<file path="src/rtl/noise_pkg.sv">
// Shared types and width constants for the enveloped noise voice.
package noise_pkg;

    localparam int unsigned NOISE_W          = 24;
    localparam int unsigned PERIOD_W_DEFAULT = 16;
    localparam int unsigned ENV_W_DEFAULT    = 16;

    typedef enum logic [1:0] {
        ENV_IDLE    = 2'd0,
        ENV_ATTACK  = 2'd1,
        ENV_SUSTAIN = 2'd2,
        ENV_RELEASE = 2'd3
    } env_state_t;

endpackage

</file>
<file path="src/rtl/noise_env.sv">
// Attack/sustain/release envelope generator; advances only on sample ticks.
module noise_env
    import noise_pkg::*;
#(
    parameter int unsigned ENV_W = ENV_W_DEFAULT
) (
    input  logic             clk,
    input  logic             rst_n,
    input  logic             tick,
    input  logic             gate,
    input  logic [ENV_W-1:0] attack_step,
    input  logic [ENV_W-1:0] release_step,
    input  logic [ENV_W-1:0] level,
    output logic [ENV_W-1:0] env,
    output logic             busy
);

    env_state_t       state;
    env_state_t       state_nxt;
    logic [ENV_W-1:0] env_nxt;
    logic [ENV_W:0]   sum;

    always_ff @(posedge clk or negedge rst_n) begin
        if (!rst_n) begin
            state <= ENV_IDLE;
            env   <= '0;
        end else begin
            state <= state_nxt;
            env   <= env_nxt;
        end
    end

    // Carry bit of sum keeps the attack from wrapping past full scale.
    always_comb begin
        state_nxt = state;
        env_nxt   = env;
        sum       = {1'b0, env} + {1'b0, attack_step};
        if (tick) begin
            case (state)
                ENV_IDLE: begin
                    env_nxt = '0;
                    if (gate) state_nxt = ENV_ATTACK;
                end
                ENV_ATTACK: begin
                    if (!gate) begin
                        state_nxt = ENV_RELEASE;
                    end else if (sum >= {1'b0, level}) begin
                        env_nxt   = level;
                        state_nxt = ENV_SUSTAIN;
                    end else begin
                        env_nxt = sum[ENV_W-1:0];
                    end
                end
                ENV_SUSTAIN: begin
                    if (!gate) state_nxt = ENV_RELEASE;
                    else       env_nxt   = level;
                end
                ENV_RELEASE: begin
                    if (gate) begin
                        state_nxt = ENV_ATTACK;
                    end else if (env <= release_step) begin
                        env_nxt   = '0;
                        state_nxt = ENV_IDLE;
                    end else begin
                        env_nxt = env - release_step;
                    end
                end
                default: begin
                    env_nxt   = '0;
                    state_nxt = ENV_IDLE;
                end
            endcase
        end
    end

    assign busy = (state != ENV_IDLE);

endmodule

</file>
<file path="src/rtl/noise_voice.sv">
// Noise voice: rate divider for an upstream noise source, sample hold, and
// envelope-scaled output through a two-stage multiply pipeline.
module noise_voice
    import noise_pkg::*;
#(
    parameter int unsigned PERIOD_W = PERIOD_W_DEFAULT,
    parameter int unsigned ENV_W    = ENV_W_DEFAULT
) (
    input  logic                clk,
    input  logic                rst_n,
    input  logic                sample_tick,
    input  logic                gate,
    input  logic [PERIOD_W-1:0] period,
    input  logic [ENV_W-1:0]    attack_step,
    input  logic [ENV_W-1:0]    release_step,
    input  logic [ENV_W-1:0]    level,
    output logic                noise_en,
    input  logic [NOISE_W-1:0]  noise_in,
    output logic [NOISE_W-1:0]  wave_out,
    output logic                wave_valid,
    output logic                busy
);

    localparam int unsigned PROD_W = NOISE_W + ENV_W;

    logic [PERIOD_W-1:0]      cnt;
    logic [PERIOD_W-1:0]      reload_c;
    logic                     cap_pend;
    logic signed [NOISE_W-1:0] hold;
    logic [ENV_W-1:0]         env;
    logic signed [ENV_W:0]    env_s;
    logic signed [PROD_W-1:0] prod_c;
    logic signed [PROD_W-1:0] prod;
    logic                     v1;
    logic                     v2;

    noise_env #(.ENV_W(ENV_W)) u_env (
        .clk          (clk),
        .rst_n        (rst_n),
        .tick         (sample_tick),
        .gate         (gate),
        .attack_step  (attack_step),
        .release_step (release_step),
        .level        (level),
        .env          (env),
        .busy         (busy)
    );

    // A zero period behaves as one: reload value never underflows.
    assign reload_c = (period == '0) ? '0 : period - PERIOD_W'(1);
    assign env_s    = $signed({1'b0, env});
    assign prod_c   = PROD_W'(hold) * PROD_W'(env_s);

    // The upstream source updates on the cycle noise_en is high, so its new
    // value is captured one cycle later via cap_pend.
    always_ff @(posedge clk or negedge rst_n) begin
        if (!rst_n) begin
            cnt        <= '0;
            noise_en   <= 1'b0;
            cap_pend   <= 1'b0;
            hold       <= '0;
            prod       <= '0;
            v1         <= 1'b0;
            v2         <= 1'b0;
            wave_out   <= '0;
            wave_valid <= 1'b0;
        end else begin
            noise_en <= 1'b0;
            if (sample_tick) begin
                if (cnt == '0) begin
                    cnt      <= reload_c;
                    noise_en <= 1'b1;
                end else begin
                    cnt <= cnt - PERIOD_W'(1);
                end
            end
            cap_pend <= noise_en;
            if (cap_pend) hold <= noise_in;

            if (sample_tick) prod <= prod_c;
            if (v1) wave_out <= NOISE_W'(prod >>> ENV_W);
            v1         <= sample_tick;
            v2         <= v1;
            wave_valid <= v2;
        end
    end

endmodule

</file>
<file path="config.mk">
export PLATFORM = sky130hd
export DESIGN_NAME = noise_voice
export DESIGN_NICKNAME = d
export VERILOG_FILES = /design/src/rtl/noise_pkg.sv /design/src/rtl/noise_env.sv /design/src/rtl/noise_voice.sv
export SDC_FILE = /design/constraint.sdc
export NUM_CORES = 1
export LEC_CHECK = 0
export ABC_CLOCK_PERIOD_IN_PS = 6500
export BUFFER_PORTS_ARGS = -buffer_cell sky130_fd_sc_hd__buf_2
export CELL_PAD_IN_SITES_DETAIL_PLACEMENT = 1
export CELL_PAD_IN_SITES_GLOBAL_PLACEMENT = 1
export CORE_ASPECT_RATIO = 1.1
export CORE_MARGIN = 1
export CORE_UTILIZATION = 45
export DETAILED_ROUTE_END_ITERATION = 12
export MAX_ROUTING_LAYER = met4
export PLACE_DENSITY_LB_ADDON = 0.1
export SLEW_MARGIN = 20
export SYNTH_ARGS = -nofsm -noshare
export SYNTH_HDL_FRONTEND = slang
export SYNTH_HIERARCHICAL = 1
export SYNTH_SLANG_ARGS = --single-unit
</file>
<file path="constraint.sdc">
create_clock -name clk -period 6.5 [get_ports clk]
set_clock_uncertainty 0.15 [all_clocks]
set_input_delay 0.65 -clock clk [delete_from_list [all_inputs] [get_ports clk]]
set_output_delay 0.65 -clock clk [all_outputs]
set_load 0.02 [all_outputs]
</file>
==> results of run 1 <==
-- area by class of cell --
class,instances,area (sq um)
Tap cell,581,726.9
Sequential cell,111,2811
Clock inverter,7,97.59
Clock buffer,9,225.2
Fill cell,5184,20950
Multi-Input combinational cell,1553,16120
Timing Repair Buffer,303,2136
Inverter,489,1836
-- worst max-delay path, stage by stage (launching register included) --
cell and delay (ps):
dfrtp_1 770, buf_4 280, and2_1 140, ha_1 240
fa_1 510, fa_1 480, fa_1 520, fa_1 500
inv_1 50, fa_1 470, inv_1 60, ha_4 270
nand4_1 90, or3_4 450, or3b_4 430, o41ai_4 70
nor2_4 120, a211oi_4 360, o31ai_4 140, a31o_2 260
-- synth_stat cells, types with 6 or more instances --
library cell	instances
a211oi_1	7
a21o_1	20
a21oi_1	79
a221oi_1	10
a22o_1	14
a31oi_1	11
and2_1	154
clkbuf_1	80
dfrtp_1	111
fa_1	372
ha_1	152
inv_1	488
mux2_2	65
nand2_1	280
nand2b_1	7
nand3_1	29
nand4_1	10
nor2_1	42
nor2b_1	8
nor3_1	23
nor4_1	7
o21a_1	9
o21ai_0	66
o22ai_1	6
o31ai_1	6
o32ai_1	8
or3_1	11
xnor2_1	40
xor2_1	21
-- state kept, by name, indices dropped and copies added (netlist names) --
name,count
cap_pend,1
noise_en,1
hold,24
u_env/env,16
prod,24
wave_out,24
u_env/state,2
cnt,16
v2,1
v1,1
wave_valid,1
-- repair_timing --
| item | in CTS | in global routing |
|---|---|---|
| pin swaps | 20 | 59 |
| gates resized for setup | 50 | 83 |
| gates cloned | 0 | 3 |
| buffers inserted | 11 | 14 |
| setup endpoints to repair | 20 | 21 |
-- metal layers --
metal	part of all wire	GRT usage	vias up
met5	0	-	-
met1	0.41	0.3438	8588
met2	0.54	0.5331	273
met4	0.025	0.06309	0
li1	-	-	7458
met3	0.026	0.02644	92
-- power by group --
| part | switching, mW | internal (mW) | total (mW) |
|---|---|---|---|
| Clock | 0.317 | 0.313 | 0.630 |
| Sequential | 0.183 | 0.786 | 0.968 |
| Combinational | 1.52 | 1.00 | 2.52 |
| Total | 2.02 | 2.10 | 4.12 |
-- path summary, 6_finish.rpt --
check                        endpoint  slack [ps]  depth (start not counted)
setup / recovery             prod[37]          20                         19
hold / removal                 cnt[0]         120                          1
setup reg to reg             prod[37]          20                         19
hold reg to reg            wave_valid         230                          0
max in group asynchronous          v1        4720                          2
min in group clk           wave_valid         230                          0
-- logic make-up (layout without fill, tap and decap cells) --
group,count (synthesis),in the layout
xor+xnor,61,61
buf+inv,577,808
simple gates,601,601
mux,67,67
compound gates,300,300
fa+ha+maj,524,524
flops,111,111
==> flow_summary.ini, run 1 <==
[run_status]
outcome = complete, but fails checks
violations = DRC

[logic_synthesis]
synthCells = 2241
avgSynthCellArea_sq_um = 9.211
synth_top_family_by_area = adder cells
ys_seq_area_frac = 0.1346
syn-num-nets = 2857
synth_top_area_frac = 0.3608
yosysWarnings = 6
yosys.area_share.simple = 0.1429
synth-xor-area-share = 0.02588
synth_compound_area_frac = 0.1003
synth-main-ff-cell = dfrtp_1
syn_area_sq_um = 20640
ys_types = 86
ys_ff_latch = 111
synth_edf_count = 0
synth_largest_area_cell = fa_1
muxShareOfSynthArea = 0.03692
netlist_top_cells_area = fa_1 36%, dfrtp_1 13%, ha_1 9.2%
async_flop_share = 1.000
synthAdderAreaFrac = 0.4529

[drt]
via_per_inst = 5.375
vias = 16411
drcViolationCount = 2
routed_wl_mm = 62.76
drt-wirelength-per-cell_microns = 20.56
drt_pass1_iterations = 9
drt_iter0_markers = 680
ant_nets = 0

[clocking]
htree_levels = 3
root_buffer = clkbuf_16
cts_sinks = 111
clockBufferDepth = 2
clk_latency_ps = 390
cts.clk_slew.worst_paths_ps = 100
cts_made_buffers = 9
cts_hold_buffers = 0
cts_tree = built

[placed_design]
postPlaceCellArea_sq_um = 22900
portBuffers = 118
placed_cells = 3010
gp_congestion = 0.8990
hpwl_mm = 52.37
pre_cts_ws_ps = -374.7

[power]
leakage_nw = 12.41
ir_drop_mv = 0.1822
power.density_nw_per_um2 = 172.1
power.total_mw = 4.123

[final_layout]
final_cell_mix = 479 x inv_1, 361 x fa_1, 277 x nand2_1, 165 x buf_4, 147 x and2_1
antenna_cells = 0
nets = 3083
instances_no_fill = 3053
stdcell_area_sq_um = 23950
drive_gt1_frac = 0.2100
finalCoreUtilization = 0.5335
mostFrequentLayoutCell = inv_1
syn_to_final_growth_pct = 16.04

[timing]
clock.fmax_ghz = 0.1544
min_period_ps = 6477
hold_viol_final = 0
slew_headroom = 0.2609
worst_pin_slew_ps = 1105
setup_violations = 0
rsz0062_at_grt = yes
fin_crit_sh = 0.9964
setup_ws_ps = 23.25
tns_ps = 0
whs_ps = 125.0
slew_violations = 0

[grt]
grt_pass1_vias = 18787
antenna_found_initial = 0
grt_max_degree = 67
overflow = 0
grt_pass1_wl_mm = 100.4
grt.total_usage = 0.2909

[worst_setup_path]
r2r_start = u_env/env[14]
worstPathMaxFanout = 17
critical_path.startpoint_type = flop
crit_arrival_ps = 6620
worstPathRequired_ps = 6640
cp-startpoint = u_env/env[14]
crit_type = flop to flop
cp-end-kind = flop

[flow_run]
cap_viol_max_count = 0

[floorplan]
die_w_microns = 206.2
ios = 119
start_util = 0.4597
rows = 81
fp.coreArea_sq_um = 44900
fp.dieH_microns = 226.6
dieArea_sq_um = 46730

[hold_path]
hold_class = input port to async pin
No activity file was read; power rests on OpenSTA's default activity.
==> inputs of run 2 (changes only) <==
BUFFER_PORTS_ARGS = -buffer_cell sky130_fd_sc_hd__buf_4   (was -buffer_cell sky130_fd_sc_hd__buf_2)
CTS_BUF_LIST = sky130_fd_sc_hd__clkbuf_16   (was unset)
==> run 2 against run 1 <==
  * The flow finishes with violations (DRC, setup timing)
  * Register-to-register slack got worse by 60 ps
  * Count of clock-buffer cells in the layout unchanged
  * Clock power is 7.5% lower
  * Critical path depth grew 3
  * Final cell count hardly changed
  * Global-route usage decreased by 0.64 points
  * First-iteration DRC count up 11%
  * Largest cell class unchanged
  * Highest routed layer unchanged
==> flow_summary.ini, run 2 (synthesis gave the netlist of run 1 again) <==
[timing]
tns_ps = -33.06
whs_ps = 146.2
rsz0062_at_grt = yes
setup_ws_ps = -33.06
worst_pin_slew_ps = 1102
slew_headroom = 0.2652
min_period_ps = 6533
fin_crit_sh = 1.005
slew_violations = 0
hold_viol_final = 0
setup_violations = 1
clock.fmax_ghz = 0.1531

[clocking]
htree_levels = 3
clockBufferDepth = 2
cts_tree = built
clk_latency_ps = 390
cts_made_buffers = 9
cts.clk_slew.worst_paths_ps = 90
cts_sinks = 111
root_buffer = clkbuf_16

[drt]
routed_wl_mm = 62.10
via_per_inst = 5.305
drcViolationCount = 2
drt_iter0_markers = 756
drt_pass1_iterations = 8
drt-wirelength-per-cell_microns = 20.35
ant_nets = 0
vias = 16185

[grt]
grt_pass1_vias = 18445
overflow = 0
grt.total_usage = 0.2845
grt_pass1_wl_mm = 98.02
grt_max_degree = 62
antenna_found_initial = 0

[final_layout]
final_cell_mix = 475 x inv_1, 360 x fa_1, 278 x nand2_1, 273 x buf_4, 143 x and2_1
fill_cells = 5132
reg_top3 = hold: 24 flops, prod: 24 flops, wave_out: 24 flops
mostFrequentLayoutCell = inv_1
nets = 3081
instances_no_fill = 3051
drive_gt1_frac = 0.2077
syn_to_final_growth_pct = 17.60
stdcell_area_sq_um = 24270
antenna_cells = 0
register_area_sq_um = 2808
multi_input_area_sq_um = 16090

[placed_design]
hpwl_mm = 51.80
placed_cells = 3017
pre_cts_ws_ps = -503.1
gp_congestion = 0.8953
portBuffers = 118
postPlaceCellArea_sq_um = 23270

[floorplan]
fp.coreArea_sq_um = 44900
rows = 81
fp.dieH_microns = 226.6
die_w_microns = 206.2
ios = 119
dieArea_sq_um = 46730
start_util = 0.4597

[worst_setup_path]
critical_path.startpoint_type = flop
r2r_start = u_env/env[6]
crit_type = flop to flop
r2r_slack_ps = -30
worstPathMaxFanout = 8
worstPathRequired_ps = 6650
crit_arrival_ps = 6680
cp-startpoint = u_env/env[6]
cp-end-kind = flop

[run_status]
violations = DRC, setup timing
outcome = complete, but fails checks

[power]
power.density_nw_per_um2 = 168.7
clkPwrFrac = 0.142
sw_frac_of_total = 0.4881
power_frac_comb = 0.621
p_seq_frac = 0.237
p_sw_mw = 1.999
leakage_nw = 12.54
intPower_mw = 2.097
ir_drop_mv = 0.1839

[flow_run]
cap_viol_max_count = 0

[hold_path]
hold_class = input port to async pin
run 2: changes by cell type in the layout (fill, tap and decap cells not counted), sizes merged:
| cell | previous run | this run |
|---|---|---|
| buf | 303 | 299 |
| clkbuf | 9 | 11 |
| bufinv | 1 | 0 |
| clkinvlp | 0 | 1 |
run 2: layout make-up:
class | count | share of cell area
clock buffer | 9 | 0.009278
clock inverter | 7 | 0.002990
inverter | 489 | 0.07561
multi-input combinational | 1553 | 0.6630
sequential | 111 | 0.1157
tap | 581 | 0.02995
timing repair buffer | 301 | 0.1035
run 2: repair_timing:
action / 4_1_cts / 5_1_grt
pin swaps: 13 / 64
gates resized for setup: 39 / 96
cloned: 0 / 2
hold buffers: 0 / 0
setup endpoints to repair: 22 / 22
buffers inserted: 8 / 12
run 2: metal layers:
| layer | GRT usage | up-vias | share of wire |
|---|---|---|---|
| met2 | 0.5097 | 231 | 0.53 |
| met5 | - | - | 0 |
| met1 | 0.3362 | 8421 | 0.41 |
| met3 | 0.02889 | 90 | 0.022 |
| li1 | - | 7443 | - |
| met4 | 0.08207 | 0 | 0.030 |
run 2: critical path, cell delays in order, from the launching register on:
cell and delay (ps):
dfrtp_2 470, buf_12 150, buf_8 130, and2_1 160
fa_1 500, inv_1 50, fa_1 470, fa_1 520
inv_1 50, fa_1 470, fa_1 530, inv_1 70
fa_1 510, inv_1 70, ha_4 270, nand4_1 90
or3_4 420, or3b_4 400, o41ai_4 70, nor2_4 100
a211oi_4 380, o31ai_4 110, o311ai_1 280
run 2: path summary, 6_finish.rpt:
path,to,depth (start not counted)
min in group clk,wave_valid,0
max in group asynchronous,hold[4],2
min,cnt[14],1
max reg2reg,prod[38],22
min reg2reg,wave_valid,0
max,prod[38],22
run 2: power by group through the flow:
stage | clock network, mW | logic, mW | registers [mW]
2_1_floorplan | 0 | 1.49 | 0.899
3_3_place_gp | 0 | 2.30 | 0.982
3_5_place_dp | 0 | 2.36 | 0.992
4_1_cts | 0.599 | 2.42 | 0.974
5_1_grt | 0.620 | 2.76 | 0.985
6_report | 0.583 | 2.54 | 0.970
run 2: through the flow:
stage               utilization  power, mW
floorplan                     -      2.393
global placement         0.5183      3.282
detailed placement       0.5183      3.354
CTS                      0.5299      3.997
global route             0.5407      4.364
finish                   0.5407      4.095
==> inputs of run 3 (changes only) <==
CORE_MARGIN = 2   (was 1)
SYNTH_HIERARCHICAL = unset   (was 1)
==> run 3 against run 2 <==
  * The flow now finishes without violations
  * Cell area fell by 3.1%
  * Die area fell by 0.33%
  * Maximum frequency rose by 0.71%
  * Worst hold slack got worse by 36 ps
  * Via count fell by 3.9%
  * Largest cell class unchanged
  * Highest routed layer unchanged
==> flow_summary.ini, run 3 <==
[timing]
rsz0062_at_grt = yes
slew_headroom = 0.3714
fin_crit_sh = 0.9980
slew_violations = 0
clock.fmax_ghz = 0.1542
worst_pin_slew_ps = 942.8
hold_viol_final = 0
setup_ws_ps = 13.32
setup_violations = 0
min_period_ps = 6487

[logic_synthesis]
ys_types = 77
synth_edf_count = 0
yosysWarnings = 0
synth_top_area_frac = 0.3689
syn_area_sq_um = 20190
synth-main-ff-cell = dfrtp_1
post-synth-top-count-cell = inv_1
yosys-top-cells-count = 492 x inv_1, 372 x fa_1, 273 x nand2_1, 153 x and2_1, 152 x ha_1
syn-num-nets = 2776
synth_largest_area_cell = fa_1
async_flop_share = 1.000
ys_seq_area_frac = 0.1376
avgSynthCellArea_sq_um = 9.347
netlist_top_cells_area = fa_1 37%, dfrtp_1 14%, ha_1 9.4%
synthCells = 2160
ys_ff_latch = 111

[grt]
antenna_found_initial = 1
grt-busiest-layer = met2
grt.total_usage = 0.2834
gr-usage-met3 = 0.03189
grt_use_met1 = 0.3362
grt_pass1_vias = 18183
overflow = 0
grtUsageMet2 = 0.4938
grt_pass1_wl_mm = 96.97
grt_max_degree = 62

[clocking]
clockBufferDepth = 2
htree_levels = 3
root_buffer = clkbuf_16
cts_made_buffers = 9
cts_sinks = 111
clk_latency_ps = 400
cts.clk_slew.worst_paths_ps = 90
cts_tree = built

[final_layout]
finalCoreUtilization = 0.5297
final_cell_mix = 475 x inv_1, 355 x fa_1, 270 x nand2_1, 257 x buf_4, 146 x and2_1
fill_cells = 5113
multi_input_area_sq_um = 15520
reg_top3 = hold: 24 flops, prod: 24 flops, wave_out: 24 flops
mostFrequentLayoutCell = inv_1
register_area_sq_um = 2809
drive_gt1_frac = 0.2024
syn_to_final_growth_pct = 16.47
nets = 2983

[power]
power.density_nw_per_um2 = 142.7
ir_drop_mv = 0.1759
leakage_nw = 12.31

[flow_run]
cap_viol_max_count = 0

[worst_setup_path]
r2r_start = u_env.env[8]
cp-end-kind = flop
r2r-end = prod[39]
crit_type = flop to flop
critical_path.startpoint_type = flop
rr_worst_depth = 23
r2r_slack_ps = 10
worstPathRequired_ps = 6620
worstPathMaxFanout = 4
crit_arrival_ps = 6610

[drt]
drcViolationCount = 0
drt_pass1_iterations = 4
vias = 15552
drt_iter0_markers = 693
via_per_inst = 5.265
ant_nets = 0
drt-wirelength-per-cell_microns = 20.20
routed_wl_mm = 59.67

[placed_design]
hpwl_mm = 49.52
pre_cts_ws_ps = -123.9
gp_congestion = 0.8702
portBuffers = 118

[run_status]
outcome = finished, final reports clean

[floorplan]
fp.dieH_microns = 226.2
dieArea_sq_um = 46580
die_w_microns = 206.0
ios = 119
fp.coreArea_sq_um = 44390
rows = 81
start_util = 0.4548

[hold_path]
hold_class = input port to async pin
run 3: cell types whose count changed after synthesis, sizes merged, moves of 6 or more:
cell,change
a221oi,-9
xnor2,+14
a21oi,-30
nor2,+11
a22oi,+11
o311ai,-6
nand2,-7
o21ai,-25
or3,-7
nand3,-18
o221ai,+7
run 3: cell families after synthesis:
| family | after synthesis | share of synthesized area |
|---|---|---|
| buf+inv | 575 | 0.1075 |
| simple gates | 572 | 0.1373 |
| flops | 111 | 0.1376 |
| mux | 75 | 0.04158 |
| xor+xnor | 73 | 0.03167 |
| fa+ha+maj | 524 | 0.4631 |
| compound gates | 230 | 0.08131 |
run 3: area by class of cell:
| class | instances | area share |
|---|---|---|
| multi-input cells | 1474 | 0.6601 |
| flip-flops and latches | 111 | 0.1195 |
| repair buffers | 279 | 0.09822 |
| inverters | 492 | 0.07854 |
| well taps | 581 | 0.03091 |
| clock buffers | 9 | 0.009578 |
| clock inverters | 7 | 0.003086 |
| diodes | 1 | 0.0001064 |
run 3: per-layer routing:
layer,share of wire,up-vias
li1,-,7056
met1,0.40,8088
met2,0.52,292
met3,0.034,116
met4,0.043,0
met5,0,-
run 3: critical path: stages, from the launching register on:
cell and delay [ps]:
dfrtp_1 430, buf_6 140, nand2_1 70, fa_1 550
inv_1 60, fa_1 510, inv_1 60, fa_1 530
inv_1 50, fa_2 420, fa_1 500, inv_1 50
fa_1 490, inv_2 50, ha_4 230, a21o_1 190
a2111oi_4 320, a211o_4 230, a31oi_4 150, a31o_4 290
a221o_1 360, a31oi_2 200, xnor2_1 90, mux2_4 250
run 3: timing repair:
action,CTS,global route
gates resized for setup,22,85
pin swaps,15,47
cloned,0,2
endpoints found under the setup margin,15,19
buffers inserted,10,14
hold buffers,0,0
run 3: worst max-delay path by stage:
stage | startpoint | to | slack [ps] | cells past startpoint
floorplan | u_env.env[2] | prod[33] | 3 | 22
global placement | u_env.env[5] | prod[33] | -20 | 21
detailed placement | u_env.env[5] | prod[39] | -120 | 23
CTS | u_env.env[5] | prod[39] | 0.6 | 24
global route | u_env.env[8] | prod[33] | -100 | 22
finish | u_env.env[8] | prod[39] | 10 | 23
run 3: power breakdown:
group / internal, mW / switching (mW) / total [mW]
Combinational: 0.782 / 1.05 / 1.84
Sequential: 0.785 / 0.142 / 0.926
Clock: 0.273 / 0.322 / 0.595
Total: 1.84 / 1.52 / 3.36
run 3: stage by stage:
step | cells | hold slack (ps) | TNS (ps) | area, sq um | power (mW)
6_report | 2954 | 110.2 | 0 | 23520 | 3.357
3_3_place_gp | 2911 | 185.0 | -29.62 | 22600 | 2.597
4_1_cts | 2937 | 126.0 | 0 | 23090 | 3.298
3_5_place_dp | 2911 | 186.3 | -779.7 | 22600 | 2.652
5_1_grt | 2954 | 156.0 | -301.6 | 23520 | 3.592
2_1_floorplan | 2160 | 181.2 | 0 | 20190 | 1.932
